[src/rtl/sms_cycle_sequencer.sv]
`default_nettype none
// sms_cycle_sequencer: arbitrated timing-point sequencer that drives two SMS set/reset trigger pairs.
// Optional build macro SMS_CYCLE_SINGLE_STEP_EN adds a `step` input that advances RUN one point per rising edge.
module sms_cycle_sequencer #(
  parameter int NUM_PTS = 10,
  parameter int SET1_PT = 0,
  parameter int RST1_PT = 5,
  parameter int SET2_PT = 2,
  parameter int RST2_PT = 8
) (
  input  logic       clk,
  input  logic       r,
  input  logic       req0,
  input  logic       req1,
`ifdef SMS_CYCLE_SINGLE_STEP_EN
  input  logic       step,
`endif
  output logic       gnt0,
  output logic       gnt1,
  output logic       busy,
  output logic       done,
  output logic [3:0] tp,
  output logic       set1_n,
  output logic       rst1_n,
  output logic       set2_n,
  output logic       rst2_n,
  output logic       mr_n
);

  generate
    if (NUM_PTS < 4 || NUM_PTS > 16) begin : g_bad_num_pts
      $error("sms_cycle_sequencer: NUM_PTS must be within 4..16");
    end
  endgenerate

  localparam logic [3:0] LAST_PT = 4'(NUM_PTS - 1);
  localparam logic [3:0] S1_PT   = 4'(SET1_PT);
  localparam logic [3:0] R1_PT   = 4'(RST1_PT);
  localparam logic [3:0] S2_PT   = 4'(SET2_PT);
  localparam logic [3:0] R2_PT   = 4'(RST2_PT);

  typedef enum logic [1:0] {
    S_IDLE = 2'd0,
    S_ARB  = 2'd1,
    S_RUN  = 2'd2,
    S_END  = 2'd3
  } state_t;

  state_t     state_q, state_d;
  logic [3:0] tp_q, tp_d;
  logic       gnt0_q, gnt0_d;
  logic       gnt1_q, gnt1_d;
  logic       last0_q, last0_d;
  logic       busy_q, busy_d;
  logic       done_q, done_d;
  logic       set1_n_q, set1_n_d;
  logic       rst1_n_q, rst1_n_d;
  logic       set2_n_q, set2_n_d;
  logic       rst2_n_q, rst2_n_d;
  logic       enter_pt;
  logic       adv;

`ifdef SMS_CYCLE_SINGLE_STEP_EN
  logic step_q;
  always_ff @(posedge clk or negedge r) begin
    if (!r) step_q <= 1'b0;
    else    step_q <= step;
  end
  assign adv = step & ~step_q;
`else
  assign adv = 1'b1;
`endif

  always_comb begin
    state_d  = state_q;
    tp_d     = tp_q;
    gnt0_d   = gnt0_q;
    gnt1_d   = gnt1_q;
    last0_d  = last0_q;
    enter_pt = 1'b0;
    case (state_q)
      S_IDLE: begin
        if (req0 || req1) state_d = S_ARB;
      end
      S_ARB: begin
        // I/O wins when it is the only requester or console had the last cycle.
        if (req1 && (last0_q || !req0)) begin
          gnt1_d   = 1'b1;
          last0_d  = 1'b0;
          tp_d     = 4'd0;
          enter_pt = 1'b1;
          state_d  = S_RUN;
        end else if (req0) begin
          gnt0_d   = 1'b1;
          last0_d  = 1'b1;
          tp_d     = 4'd0;
          enter_pt = 1'b1;
          state_d  = S_RUN;
        end else begin
          state_d = S_IDLE;
        end
      end
      S_RUN: begin
        if (adv) begin
          if (tp_q == LAST_PT) begin
            tp_d    = 4'd0;
            gnt0_d  = 1'b0;
            gnt1_d  = 1'b0;
            state_d = S_END;
          end else begin
            tp_d     = tp_q + 4'd1;
            enter_pt = 1'b1;
          end
        end
      end
      S_END: begin
        state_d = (req0 || req1) ? S_ARB : S_IDLE;
      end
      default: state_d = S_IDLE;
    endcase

    busy_d   = (state_d != S_IDLE);
    done_d   = (state_d == S_END);
    // Reset dominates when a set and reset share the same point.
    set1_n_d = ~(enter_pt && (tp_d == S1_PT) && (S1_PT != R1_PT));
    rst1_n_d = ~(enter_pt && (tp_d == R1_PT));
    set2_n_d = ~(enter_pt && (tp_d == S2_PT) && (S2_PT != R2_PT));
    rst2_n_d = ~(enter_pt && (tp_d == R2_PT));
  end

  always_ff @(posedge clk or negedge r) begin
    if (!r) begin
      state_q  <= S_IDLE;
      tp_q     <= 4'd0;
      gnt0_q   <= 1'b0;
      gnt1_q   <= 1'b0;
      last0_q  <= 1'b0;
      busy_q   <= 1'b0;
      done_q   <= 1'b0;
      set1_n_q <= 1'b1;
      rst1_n_q <= 1'b1;
      set2_n_q <= 1'b1;
      rst2_n_q <= 1'b1;
    end else begin
      state_q  <= state_d;
      tp_q     <= tp_d;
      gnt0_q   <= gnt0_d;
      gnt1_q   <= gnt1_d;
      last0_q  <= last0_d;
      busy_q   <= busy_d;
      done_q   <= done_d;
      set1_n_q <= set1_n_d;
      rst1_n_q <= rst1_n_d;
      set2_n_q <= set2_n_d;
      rst2_n_q <= rst2_n_d;
    end
  end

  assign gnt0   = gnt0_q;
  assign gnt1   = gnt1_q;
  assign busy   = busy_q;
  assign done   = done_q;
  assign tp     = tp_q;
  assign set1_n = set1_n_q;
  assign rst1_n = rst1_n_q;
  assign set2_n = set2_n_q;
  assign rst2_n = rst2_n_q;
  assign mr_n   = r;

endmodule
`default_nettype wire

[config.mk]
export PLATFORM = sky130hd
export DESIGN_NAME = sms_cycle_sequencer
export DESIGN_NICKNAME = d
export VERILOG_FILES = /design/src/rtl/sms_cycle_sequencer.sv
export SDC_FILE = /design/constraint.sdc
export NUM_CORES = 1
export LEC_CHECK = 0
export ABC_AREA = 1
export CORE_ASPECT_RATIO = 0.9
export CORE_UTILIZATION = 59
export DETAILED_ROUTE_END_ITERATION = 8
export DONT_BUFFER_PORTS = 1
export PLACE_DENSITY = 0.75
export SLEW_MARGIN = 20
export SYNTH_ARGS = -nofsm -noshare
export SYNTH_HDL_FRONTEND = slang
export SYNTH_SLANG_ARGS = --single-unit
export TNS_END_PERCENT = 10
[constraint.sdc]
create_clock -name clk -period 2 [get_ports clk]
set_clock_uncertainty 0.1 [all_clocks]
set_input_delay 0.6 -clock clk [delete_from_list [all_inputs] [get_ports clk]]
set_output_delay 0.6 -clock clk [all_outputs]
set_load 0.005 [all_outputs]
==> flow_metrics.env <==
export IMPL_status="finished, final reports clean"
export IMPL_floorplan_die_width_um=42.2
export IMPL_cp_common_cell="inv_1"
export IMPL_drc=0
export IMPL_place_gp_congestion=0.857
export IMPL_clkTransAtPathRegs_ns=0.09
export IMPL_tns_ns=0
export IMPL_core_um2=1290
export IMPL_yosysWarnings=0
export IMPL_place_hpwl_um=1170
export IMPL_synth_top_family_by_area="simple AND/OR/NAND/NOR gates"
export IMPL_fillers=114
export IMPL_wl_um=1640
export IMPL_ir_worst_vdd_mv=0.861
export IMPL_met3_usage_pct=8.96
export IMPL_synthAdderAreaFrac_pct=10.2
export IMPL_cts_root_buf="clkbuf_4"
export IMPL_crit_fanout=4
export IMPL_wl_per_cell_um=12.7
export IMPL_finalNetCount=127
export IMPL_min_period_ns=1.73
export IMPL_holdCritPathClass="in -> async"
export IMPL_post_synth_xor_area_fraction_pct=0
export IMPL_crit_buf_inv=3
export IMPL_tightest_slew_ns=0.516
export IMPL_max_freq_ghz=0.577
export IMPL_viasPerCell=5.38
export IMPL_path_delay_family="simple AND/OR/NAND/NOR gates"
export IMPL_placementRows=12
export IMPL_grt_pass1_wl_um=2820
export IMPL_worst_skew_pair_late_latency_ns=0.28
export IMPL_area_growth_pct=5.83
export IMPL_drt_iter0_drc=25
export IMPL_post_cts_buffers=0
export IMPL_synth_seq_cells=15
export IMPL_cts_buffers=3
export IMPL_fp_dieH_um=38.2
export IMPL_antenna_left=0
export IMPL_die_area_um2=1610
export IMPL_layout_drive_gt1_share_pct=14.8
export IMPL_reg2reg_slack_ns=0.27
export IMPL_overflow=0
export IMPL_syn_avg_cell_area_um2=7.73
export IMPL_power_leakage_nw=0.465
export IMPL_setup_viol=0
export IMPL_met1_usage_pct=33.1
export IMPL_path_depth=10
export IMPL_cap_viol_max_count=0
export IMPL_yosys_area_share_simple_pct=28.0
export IMPL_pin_count=17
export IMPL_portBuffers=0
export IMPL_post_place_ws_ns=0.348
export IMPL_synthMuxAreaShare_pct=0
export IMPL_end_kind="flop"
export IMPL_antenna_found_initial=0
export IMPL_rr_worst_depth=10
export IMPL_largest_reg_flops=4
export IMPL_ys_types=18
export IMPL_r2r_end="rst2_n"
export IMPL_cts_htree_levels=1
export IMPL_syn_area_um2=858
export IMPL_cp_required_ns=2.12
export IMPL_setup_slack_ns=0.267
export IMPL_clock_path_buffers=2
export IMPL_grt_pass1_vias=643
export IMPL_cts_sinks=15
export IMPL_antenna_cells=0
export IMPL_cts_tree="yes"
export IMPL_grt_total_usage_pct=24.7
export IMPL_max_slew_margin_pct=65.5
export IMPL_multi_input_area_um2=395
export IMPL_r2r_start="state_q[0]"
export IMPL_grt_util_met2_pct=40.0
export IMPL_rsz0062_at_grt="false"
export IMPL_hold_violations=0
export IMPL_critPathSlowestCell="dfrtp_1"
export IMPL_grt_start_max_net_pins=12
export IMPL_path_class="reg -> reg"
export IMPL_crit_chain="inv_1 -> ha_1 -> inv_1 -> nor2_1 -> nand3_1 -> nand2_2 -> inv_1 -> nand2_1 -> nor2_2 -> nand2_1"
export IMPL_maxSlewViolCount=0
export IMPL_synth_compound_area_share_pct=7.87
export IMPL_cp_slowest_stage_delay_ns=0.42
export IMPL_initial_core_util_pct=66.5
export IMPL_syn_inst=111
export IMPL_dr_total_vias=694
export IMPL_ys_seq_area_share_pct=44.3
export IMPL_synth_nets=122
export IMPL_busiest_layer="met2"
export IMPL_period_share_pct=86.7
export IMPL_startpoint_type="flop"
export IMPL_worstPathArrival_ns=1.86
export IMPL_pwr_density_cell_nw_per_um2=1410
export IMPL_drtPass1Iterations=5
export IMPL_seq_area_um2=380
[synthesized netlist by cell type]
cell | count | area, um^2
inv_1 | 19 | 71.3
dfrtp_1 | 11 | 275
o21ai_1 | 1 | 5.00
nand2_1 | 27 | 101
buf_4 | 1 | 7.51
inv_2 | 1 | 3.75
nor2_2 | 2 | 12.5
nand4_1 | 2 | 12.5
nor2_1 | 16 | 60.1
ha_1 | 7 | 87.6
nand3_2 | 1 | 10.0
a21oi_1 | 1 | 5.00
a21oi_2 | 1 | 8.76
nand3_1 | 5 | 25.0
nand2_2 | 3 | 18.8
dfstp_2 | 4 | 105
o21ai_0 | 8 | 40.0
o21ai_2 | 1 | 8.76
[routing by layer]
| layer | share of wire [%] | vias up | wire, um |
|---|---|---|---|
| met5 | 0 | - | 0 |
| met4 | 1.2 | 0 | 19 |
| met3 | 6.2 | 4 | 102 |
| met2 | 43 | 24 | 711 |
| met1 | 49 | 320 | 803 |
| li1 | - | 346 | - |
[worst register-to-register path, stage by stage (launching register included)]
cell     delay, ns
dfrtp_1       0.42
inv_1         0.11
ha_1          0.36
inv_1         0.14
nor2_1        0.06
nand3_1       0.09
nand2_2       0.07
inv_1         0.05
nand2_1       0.08
nor2_2        0.13
nand2_1       0.07
[cell type report]
type | count | share of cell area [%]
multi-input combinational | 75 | 43.5
sequential | 15 | 41.9
inverter | 20 | 8.26
clock buffer | 3 | 2.48
tap | 14 | 1.93
timing repair buffer | 1 | 1.10
clock inverter | 1 | 0.826
[logic make-up after synthesis]
kind of cell | after synthesis
buf+inv | 21
flops | 15
simple gates | 56
compound gates | 12
fa+ha+maj | 7
[where the power goes]
group          internal [mW]  switching, mW  total, mW
clock                 0.0760         0.0997      0.176
combinational          0.201          0.411      0.612
sequential             0.404         0.0860      0.490
[stage by stage]
stage | power (mW) | utilization [%] | hold slack [ns] | cells | cell area [um^2]
2_1_floorplan | 0.959 | - | 0.204 | 111 | 858
3_3_place_gp | 1.06 | 67.2 | 0.205 | 124 | 868
3_5_place_dp | 1.09 | 67.2 | 0.205 | 124 | 868
4_1_cts | 1.28 | 70.3 | 0.0377 | 129 | 908
5_1_grt | 1.42 | 70.3 | 0.0225 | 129 | 908
6_report | 1.28 | 70.3 | 0.0447 | 129 | 908
[worst max path at each step]
stage,start,end,slack (ns)
2_1_floorplan,state_q[0],set2_n,0.52
3_3_place_gp,state_q[0],set2_n,0.40
3_5_place_dp,state_q[0],rst2_n,0.35
4_1_cts,state_q[0],rst2_n,0.29
5_1_grt,state_q[0],set1_n,0.15
6_report,state_q[0],rst2_n,0.27
[what timing repair did]
| action | CTS | global route |
|---|---|---|
| resized for setup | 0 | 0 |
| hold buffers | 1 | 0 |
| hold endpoints to repair | 11 | 0 |
[cell usage in the layout (no fill, tap or decap), drive strengths merged]
master	n
clkinvlp	1
nand3	6
dfrtp	11
dfstp	4
nand4	2
nor2	18
nand2	30
ha	7
o21ai	10
inv	20
clkbuf	3
a21oi	2
dlygate4sd3	1
(Power assumes the default switching activity.)
